[config.mk]
export PLATFORM = sky130hd
export DESIGN_NAME = conv_sched
export DESIGN_NICKNAME = d
export VERILOG_FILES = /design/src/rtl/conv_pkg.sv /design/src/rtl/rr_arbiter.sv /design/src/rtl/conv_sched.sv
export SDC_FILE = /design/constraint.sdc
export NUM_CORES = 1
export LEC_CHECK = 0
export CAP_MARGIN = 20
export CORE_AREA = 2 2 77 79
export CTS_BUF_LIST = sky130_fd_sc_hd__clkbuf_16
export DETAILED_ROUTE_END_ITERATION = 10
export DIE_AREA = 0 0 79 81
export PLACE_DENSITY = 0.77
export RECOVER_POWER = 50
export SYNTH_ARGS = -nofsm -noshare
export SYNTH_HDL_FRONTEND = slang
export SYNTH_SLANG_ARGS = --single-unit
[constraint.sdc]
create_clock -name clk -period 2.3 [get_ports clk]
set_input_delay 0.345 -clock clk [delete_from_list [all_inputs] [get_ports clk]]
set_output_delay 0.345 -clock clk [all_outputs]
set_load 0.02 [all_outputs]
[src/rtl/conv_pkg.sv]
// Shared constants and FSM state type for the convolution scheduler and engine.
package conv_pkg;
    localparam int unsigned M  = 6;
    localparam int unsigned N  = 8;
    localparam int unsigned DW = 16;
    localparam int unsigned YW = 32;
    localparam int unsigned L  = M + N - 1;
    localparam int unsigned AW = $clog2((M > N) ? M : N);
    localparam int unsigned LW = $clog2(L);
    localparam int unsigned CW = $clog2(L + 1);

    typedef enum logic [2:0] {
        IDLE,
        LOAD_A,
        LOAD_B,
        START,
        WAIT,
        DRAIN
    } state_t;
endpackage

[src/rtl/rr_arbiter.sv]
// Round-robin arbiter: grants the first requester after the last one advanced past.
module rr_arbiter #(
    parameter int unsigned NREQ = 2
) (
    input  logic            clk,
    input  logic            rst,
    input  logic [NREQ-1:0] req,
    input  logic            advance,
    output logic [NREQ-1:0] gnt_onehot
);
    localparam int unsigned PW = (NREQ > 1) ? $clog2(NREQ) : 1;

    logic [PW-1:0] last;
    logic          found;

    // Search indices above the last grant first, then wrap to the low indices.
    always_comb begin
        gnt_onehot = '0;
        found      = 1'b0;
        for (int i = 0; i < NREQ; i++) begin
            if (!found && req[i] && (PW'(i) > last)) begin
                gnt_onehot[i] = 1'b1;
                found         = 1'b1;
            end
        end
        for (int i = 0; i < NREQ; i++) begin
            if (!found && req[i] && (PW'(i) <= last)) begin
                gnt_onehot[i] = 1'b1;
                found         = 1'b1;
            end
        end
    end

    // Reset points at the top index so requester 0 wins first.
    always_ff @(posedge clk) begin
        if (rst) begin
            last <= PW'(NREQ - 1);
        end else if (advance) begin
            for (int i = 0; i < NREQ; i++) begin
                if (gnt_onehot[i]) last <= PW'(i);
            end
        end
    end
endmodule

[src/rtl/conv_sched.sv]
// Scheduler for the shared convolution engine: arbitrate, load operands,
// start, watchdog the engine, then stream the results back to the requester.
module conv_sched
    import conv_pkg::*;
#(
    parameter int unsigned NREQ = 2,
    parameter int unsigned TMO  = 1024
) (
    input  logic            clk,
    input  logic            rst,
    input  logic [NREQ-1:0] req,
    output logic [NREQ-1:0] gnt,
    input  logic            in_valid,
    output logic            in_ready,
    input  logic [DW-1:0]   in_data,
    output logic            eng_ld_a,
    output logic            eng_ld_b,
    output logic [AW-1:0]   eng_addr,
    output logic [DW-1:0]   eng_wdata,
    output logic            eng_start,
    input  logic            eng_done,
    output logic [LW-1:0]   eng_rd_addr,
    input  logic [YW-1:0]   eng_rd_data,
    output logic            out_valid,
    input  logic            out_ready,
    output logic [YW-1:0]   out_data,
    output logic            out_last,
    output logic            busy,
    output logic            err
);
    localparam int unsigned WW = $clog2(TMO + 1);

    state_t          state;
    logic [CW-1:0]   cnt;
    logic [WW-1:0]   wdog;
    logic [NREQ-1:0] arb_req;
    logic [NREQ-1:0] arb_gnt;
    logic            advance;
    logic            a_last;
    logic            b_last;
    logic            y_last;
    logic            expire;

    assign a_last  = (cnt == CW'(M - 1));
    assign b_last  = (cnt == CW'(N - 1));
    assign y_last  = (cnt == CW'(L - 1));
    // Done in the expiry cycle takes priority over the timeout.
    assign expire  = (state == WAIT) && !eng_done && (wdog == WW'(TMO - 1));
    assign advance = expire || ((state == DRAIN) && out_ready && y_last);
    // While a job runs the held grant is fed back so advance records its owner.
    assign arb_req = (state == IDLE) ? req : gnt;
    assign busy    = (state != IDLE);

    rr_arbiter #(.NREQ(NREQ)) u_arb (
        .clk        (clk),
        .rst        (rst),
        .req        (arb_req),
        .advance    (advance),
        .gnt_onehot (arb_gnt)
    );

    // wdog holds the number of cycles elapsed since the start pulse.
    always_ff @(posedge clk) begin
        if (rst) begin
            state <= IDLE;
            cnt   <= '0;
            wdog  <= '0;
            gnt   <= '0;
            err   <= 1'b0;
        end else begin
            err <= 1'b0;
            case (state)
                IDLE: begin
                    if (|req) begin
                        gnt   <= arb_gnt;
                        cnt   <= '0;
                        state <= LOAD_A;
                    end
                end
                LOAD_A: begin
                    if (in_valid) begin
                        if (a_last) begin
                            cnt   <= '0;
                            state <= LOAD_B;
                        end else begin
                            cnt <= cnt + CW'(1);
                        end
                    end
                end
                LOAD_B: begin
                    if (in_valid) begin
                        if (b_last) begin
                            cnt   <= '0;
                            state <= START;
                        end else begin
                            cnt <= cnt + CW'(1);
                        end
                    end
                end
                START: begin
                    wdog  <= WW'(1);
                    state <= WAIT;
                end
                WAIT: begin
                    if (eng_done) begin
                        cnt   <= '0;
                        state <= DRAIN;
                    end else if (expire) begin
                        err   <= 1'b1;
                        gnt   <= '0;
                        state <= IDLE;
                    end else begin
                        wdog <= wdog + WW'(1);
                    end
                end
                DRAIN: begin
                    if (out_ready) begin
                        if (y_last) begin
                            gnt   <= '0;
                            state <= IDLE;
                        end else begin
                            cnt <= cnt + CW'(1);
                        end
                    end
                end
                default: state <= IDLE;
            endcase
        end
    end

    // Stream-side decode; everything is forced to zero outside its own state.
    always_comb begin
        in_ready    = 1'b0;
        eng_ld_a    = 1'b0;
        eng_ld_b    = 1'b0;
        eng_addr    = '0;
        eng_wdata   = '0;
        eng_start   = 1'b0;
        eng_rd_addr = '0;
        out_valid   = 1'b0;
        out_data    = '0;
        out_last    = 1'b0;
        case (state)
            LOAD_A: begin
                in_ready  = 1'b1;
                eng_ld_a  = in_valid;
                eng_addr  = AW'(cnt);
                eng_wdata = in_data;
            end
            LOAD_B: begin
                in_ready  = 1'b1;
                eng_ld_b  = in_valid;
                eng_addr  = AW'(cnt);
                eng_wdata = in_data;
            end
            START: eng_start = 1'b1;
            DRAIN: begin
                out_valid   = 1'b1;
                eng_rd_addr = LW'(cnt);
                out_data    = eng_rd_data;
                out_last    = y_last;
            end
            default: ;
        endcase
    end
endmodule

Word-level counts from Yosys, hierarchy flattened
Index checks and enable logic that the tools add are counted.
Word-level totals
  register bits after elaboration: 22
  output and inout bits: 65
  word-level logic and storage cells: 113
Operators by class
  $add $sub $neg: 2
  $lt $le $gt $ge: 4
  eq/ne operators: 22
  multiplexer cells: 48
  bitwise operators: 1
  reduce and logical (&&, ||, !) cells: 30
Operators by type and width (number)
  $mux 4: 9
  $mux 32: 1
  $mux 3: 10
  $mux 11: 2
  $ne 2x2->1 const B: 11
  $pmux 11 s2: 1
  $pmux 4 s5: 1
  $pmux 3 s6: 1
  $mux 16: 1
  $mux 1: 15
  $mux 2: 6
  $add 11x1->11 const B: 1
  $eq 11x10->1 const B: 1
  $logic_and 1x1->1: 11
  $eq 4x3->1 const B: 2
  $reduce_and 8->1: 1
  $reduce_and 7->1: 1
  $eq 3x2->1 const B: 2
  $eq 3x3->1 const B: 2
  $pmux 2 s3: 1
  $reduce_and 6->1: 1
  $reduce_bool 3->1: 2
  $reduce_bool 5->1: 1
  $add 4x1->4 const B: 1
  other kinds (15): 22

Longest topological paths before layout
  depth after elaboration: 18
  depth in mapped cells: 7
  gate-level depth less buffers: 7

Hierarchy
Synthesis repeated with hierarchy kept, for this count alone.
Second synthesis, totals
  cells, all modules: 229
  area, all modules: 1726.7 um^2
By module, submodules not included
  conv_sched: instances 1, cells an instance 222, area an instance 1665.3 um^2, sequential area each 420.4 um^2
  rr_arbiter: instances 1, cells an instance 7, area an instance 61.3 um^2, sequential area each 20.0 um^2

Worst setup path after synthesis
No wires, ideal clock.
  path kind: register to register
  start: register cnt[0]
  end: register cnt[3]
  setup time: 71 ps
  data arrival time: 2141 ps
  data required time: 2229 ps
  slack: 89 ps
  cell stages (with the launch flop): 8
  cells stage by stage: dfxtp_1 inv_1 ha_1 and3_1 a311o_1 or3_1 or4_1 a21oi_1
Between the ends
  cells in the longest elaborated chain, start to end: 4
  elaborated cells on any way between the ends: 13
RTL lines
  from (decl): line conv_sched.sv:34  | logic [CW-1:0] cnt;
  from (signal assigned): line conv_sched.sv:86  | cnt <= cnt + CW'(1);
  from (signal assigned): line conv_sched.sv:96  | cnt <= cnt + CW'(1);
  from (signal assigned): line conv_sched.sv:122  | cnt <= cnt + CW'(1);
  $add 4x1->4 (tied with other cells): line conv_sched.sv:86, conv_sched.sv:96, conv_sched.sv:122
  $mux 4, on equally long branches: line conv_sched.sv:118, conv_sched.sv:82, conv_sched.sv:92
  $mux 4, on equally long branches: line conv_sched.sv:117, conv_sched.sv:81, conv_sched.sv:91
  $pmux 4 s5: line conv_sched.sv:72  | case (state)
Several ways; a longest one is shown, not always the timed one. The select of a mux whose other input is x is not followed.
A chain may end at the register's enable or synchronous reset.

Worst setup path after layout
  start: register state[0]
  end: output eng_addr[1]
Between the ends
  cells in the longest elaborated chain, start to end: 3
  elaborated cells on any way between the ends: 4
RTL lines
  from (decl): line conv_sched.sv:33  | state_t state;
  from (signal assigned): line conv_sched.sv:65  | state <= IDLE;
  from (signal assigned): line conv_sched.sv:77  | state <= LOAD_A;
  from (signal assigned): line conv_sched.sv:84  | state <= LOAD_B;
  $eq 3x2->1 or $eq 3x1->1 (tied branches): line conv_sched.sv:143  | case (state)
  $reduce_or 2->1 (no source line) *
  $mux 3 *: line conv_sched.sv:143
  to (decl): line conv_sched.sv:18  | output logic [AW-1:0] eng_addr,
Every way passes the cells marked *; elsewhere a longest branch is shown, timed or not.

==> out/qor.csv <==
metric,value,unit
relSlewSlack,64.9,%
dp.cells,426,
synth_edf_count,0,
area_growth,79.2,%
final_area,3120,um^2
skew,9.03,ps
num_rows,28,
period_share,95.2,%
ir_worst_vdd,0.801,mV
rr_worst_depth,7,
rsz0062_at_grt,no,
fin_setup_tns,0,ps
drive_gt1_share,7.56,%
htree_levels,1,
dp_hpwl,4270,um
critPathKind,reg -> out,
power_leakage,1.46,nW
synth_cell_type_count,42,
grt_pass1_vias,1815,
clockRootBuffer,clkbuf_16,
grt_overflow,0,
grt_max_degree,24,
max_freq,0.457,GHz
syn_inst,232,
fin_cells,432,
yosysWarningCount,0,
ys_seq_area_share,25.3,%
slowest_delay,630,ps
ant_nets,0,
drtIter0Drc,83,
crit_family,buffers and inverters,
cts.sinks,22,
maxCapViolations,0,
drcViolationCount,0,
n_antenna_cell,0,
die_x,79,um
nets,417,
tightestPinTransition,526,ps
io_buffers,119,
insertion_delay,260,ps
start_util,30.7,%
ios,120,
syn_area,1740,um^2
final_core_util,55.0,%
rr_endpoint,cnt[3],
cp.buffers_inverters,1,
cts_tree,built,
r2r_slack,110,ps
required,1960,ps
synth-async-reset-ratio,0,%
status,"complete, no violations",
cts_buffers,3,
synth_nets,291,
holdBufCountCts,0,
postSynthAreaPerCell,7.51,um^2
antenna_found_initial,0,
hold_viol_final,0,
dieArea,6400,um^2
critical_path.slowest_cell,clkdlybuf4s50_1,
die_height,81,um
whs_endpoint,wdog[10],
routed-via-count,2009,
worst_setup_path_end_kind,output port,
path_cells,"xnor2_1, or2_2, nor2_1, clkdlybuf4s50_1",
dr.pass1.iters,4,
power_density,794,nW/um^2
ys.flop_type,dfxtp_1,
design_power_total,2.48,mW
core,5680,um^2
worstPathMaxFanout,5,
hp-class,reg -> reg,
start_kind,flip-flop,
min_from,wdog[10],
slew_viol_final,0,
critPathArrivalTime,1850,ps
drt-total-wl,5490,um
r2r-start,cnt[0],
grt_pass1_wl,8310,um
viasPerCell,4.65,
place_area,3070,um^2
cts.path.max_buffers,2,
final-setup-viol-count,0,
ys_ff_latch,22,
path_clk_slew,60,ps
gp_congestion,0.780,
period_needed,2190,ps
wl_per_cell,12.7,um
hold_depth,2,
grt.total_usage,16.0,%
nFillCells,544,
-- routing by layer --
layer	track usage, %	part of all wire, %	wire length (um)
met4	5.00	1.1	60
met2	27.5	50	2730
met5	0	0	0
met1	19.9	44	2400
met3	3.78	5.5	302
-- synthesized netlist by cell type, types with 4 or more instances --
master | n | area share [%]
and2_1 | 57 | 20
dfxtp_1 | 22 | 25
nor2_1 | 19 | 4.1
inv_1 | 14 | 3.0
a21oi_1 | 13 | 3.7
clkbuf_1 | 9 | 1.9
nand2_1 | 9 | 1.9
xnor2_1 | 9 | 4.5
o21ai_0 | 8 | 2.3
nand3_1 | 7 | 2.0
buf_2 | 5 | 1.4
mux2i_1 | 5 | 2.9
a211oi_1 | 4 | 1.7
ha_1 | 4 | 2.9
nand3b_1 | 4 | 1.7
nor2b_1 | 4 | 1.4
nor3_1 | 4 | 1.1
or4_1 | 4 | 1.7
-- worst max-delay path by stage --
| stage | from | slack [ps] | to | cells past startpoint |
|---|---|---|---|---|
| CTS | state[0] | -5 | out_data[13] | 5 |
| floorplan | cnt[0] | 90 | cnt[3] | 7 |
| finish | state[0] | 110 | eng_addr[1] | 4 |
| global placement | eng_done | -20 | cnt[3] | 6 |
| global route | state[1] | 10 | eng_ld_b | 4 |
| detailed placement | eng_done | -50 | cnt[3] | 6 |
-- cell families after synthesis --
| kind of cell | after synthesis | synth area share [%] |
|---|---|---|
| and+or+nand+nor | 121 | 40.5 |
| buffers and inverters | 28 | 6.39 |
| DFF | 22 | 25.3 |
| adders and majority gates | 4 | 2.87 |
| muxes | 5 | 2.87 |
| AOI/OAI and AO/OA | 43 | 17.6 |
| xor gates and xnor gates | 9 | 4.52 |
-- layout make-up --
| type | instances | area (um^2) | area share (%) |
|---|---|---|---|
| clock buffers | 3 | 75.1 | 2.40 |
| flip-flops and latches | 22 | 440 | 14.1 |
| well taps | 75 | 93.8 | 3.00 |
| repair inverters | 1 | 7.51 | 0.240 |
| multi-input cells | 182 | 1210 | 38.6 |
| repair buffers | 134 | 1210 | 38.9 |
| inverters | 14 | 56.3 | 1.80 |
| clock inverters | 1 | 30.0 | 0.962 |
-- worst min-delay path, delay by kind of cell (launching register included) --
family / cells / cell delay [ps]
AO/OA/AOI/OAI: 1 / 40
buffers and inverters: 1 / 60
flip-flops: 1 / 340
-- where the power goes --
group / internal, mW / switching [mW]
sequential: 0.425 / 0.0327
clock: 0.346 / 0.146
combinational: 0.693 / 0.837
-- registers in the layout, summed over array words and instances (netlist names) --
register	cells
wdog	11
cnt	4
state	3
gnt	2
err	1
u_arb.last	1
-- what timing repair did --
action                                  in CTS  in global routing
endpoints found under the setup margin      55                  7
cloned                                       1                  0
pin swaps                                    0                  1
setup buffers                                1                  0
gates resized for setup                     56                  8
-- layout by cell type (no fill, tap or decap), types with 5 or more instances in the layout --
cell	count
a21oi_1	13
nand2_1	9
xnor2_1	9
buf_4	13
clkdlybuf4s50_1	58
mux2i_1	5
nand3_1	7
dfxtp_1	22
clkbuf_1	5
o21ai_0	8
inv_1	13
nor2_1	19
and2_1	56
dlygate4sd2_1	53
-- metrics by stage --
step	setup WS, ps	hold WS (ps)
after floorplan	88.5	414
after CTS	-5.01	500
after global placement	-24.9	472
after detailed placement	-47.5	488
final	109	493
after global routing	13.9	518
(Power assumes the default switching activity.)
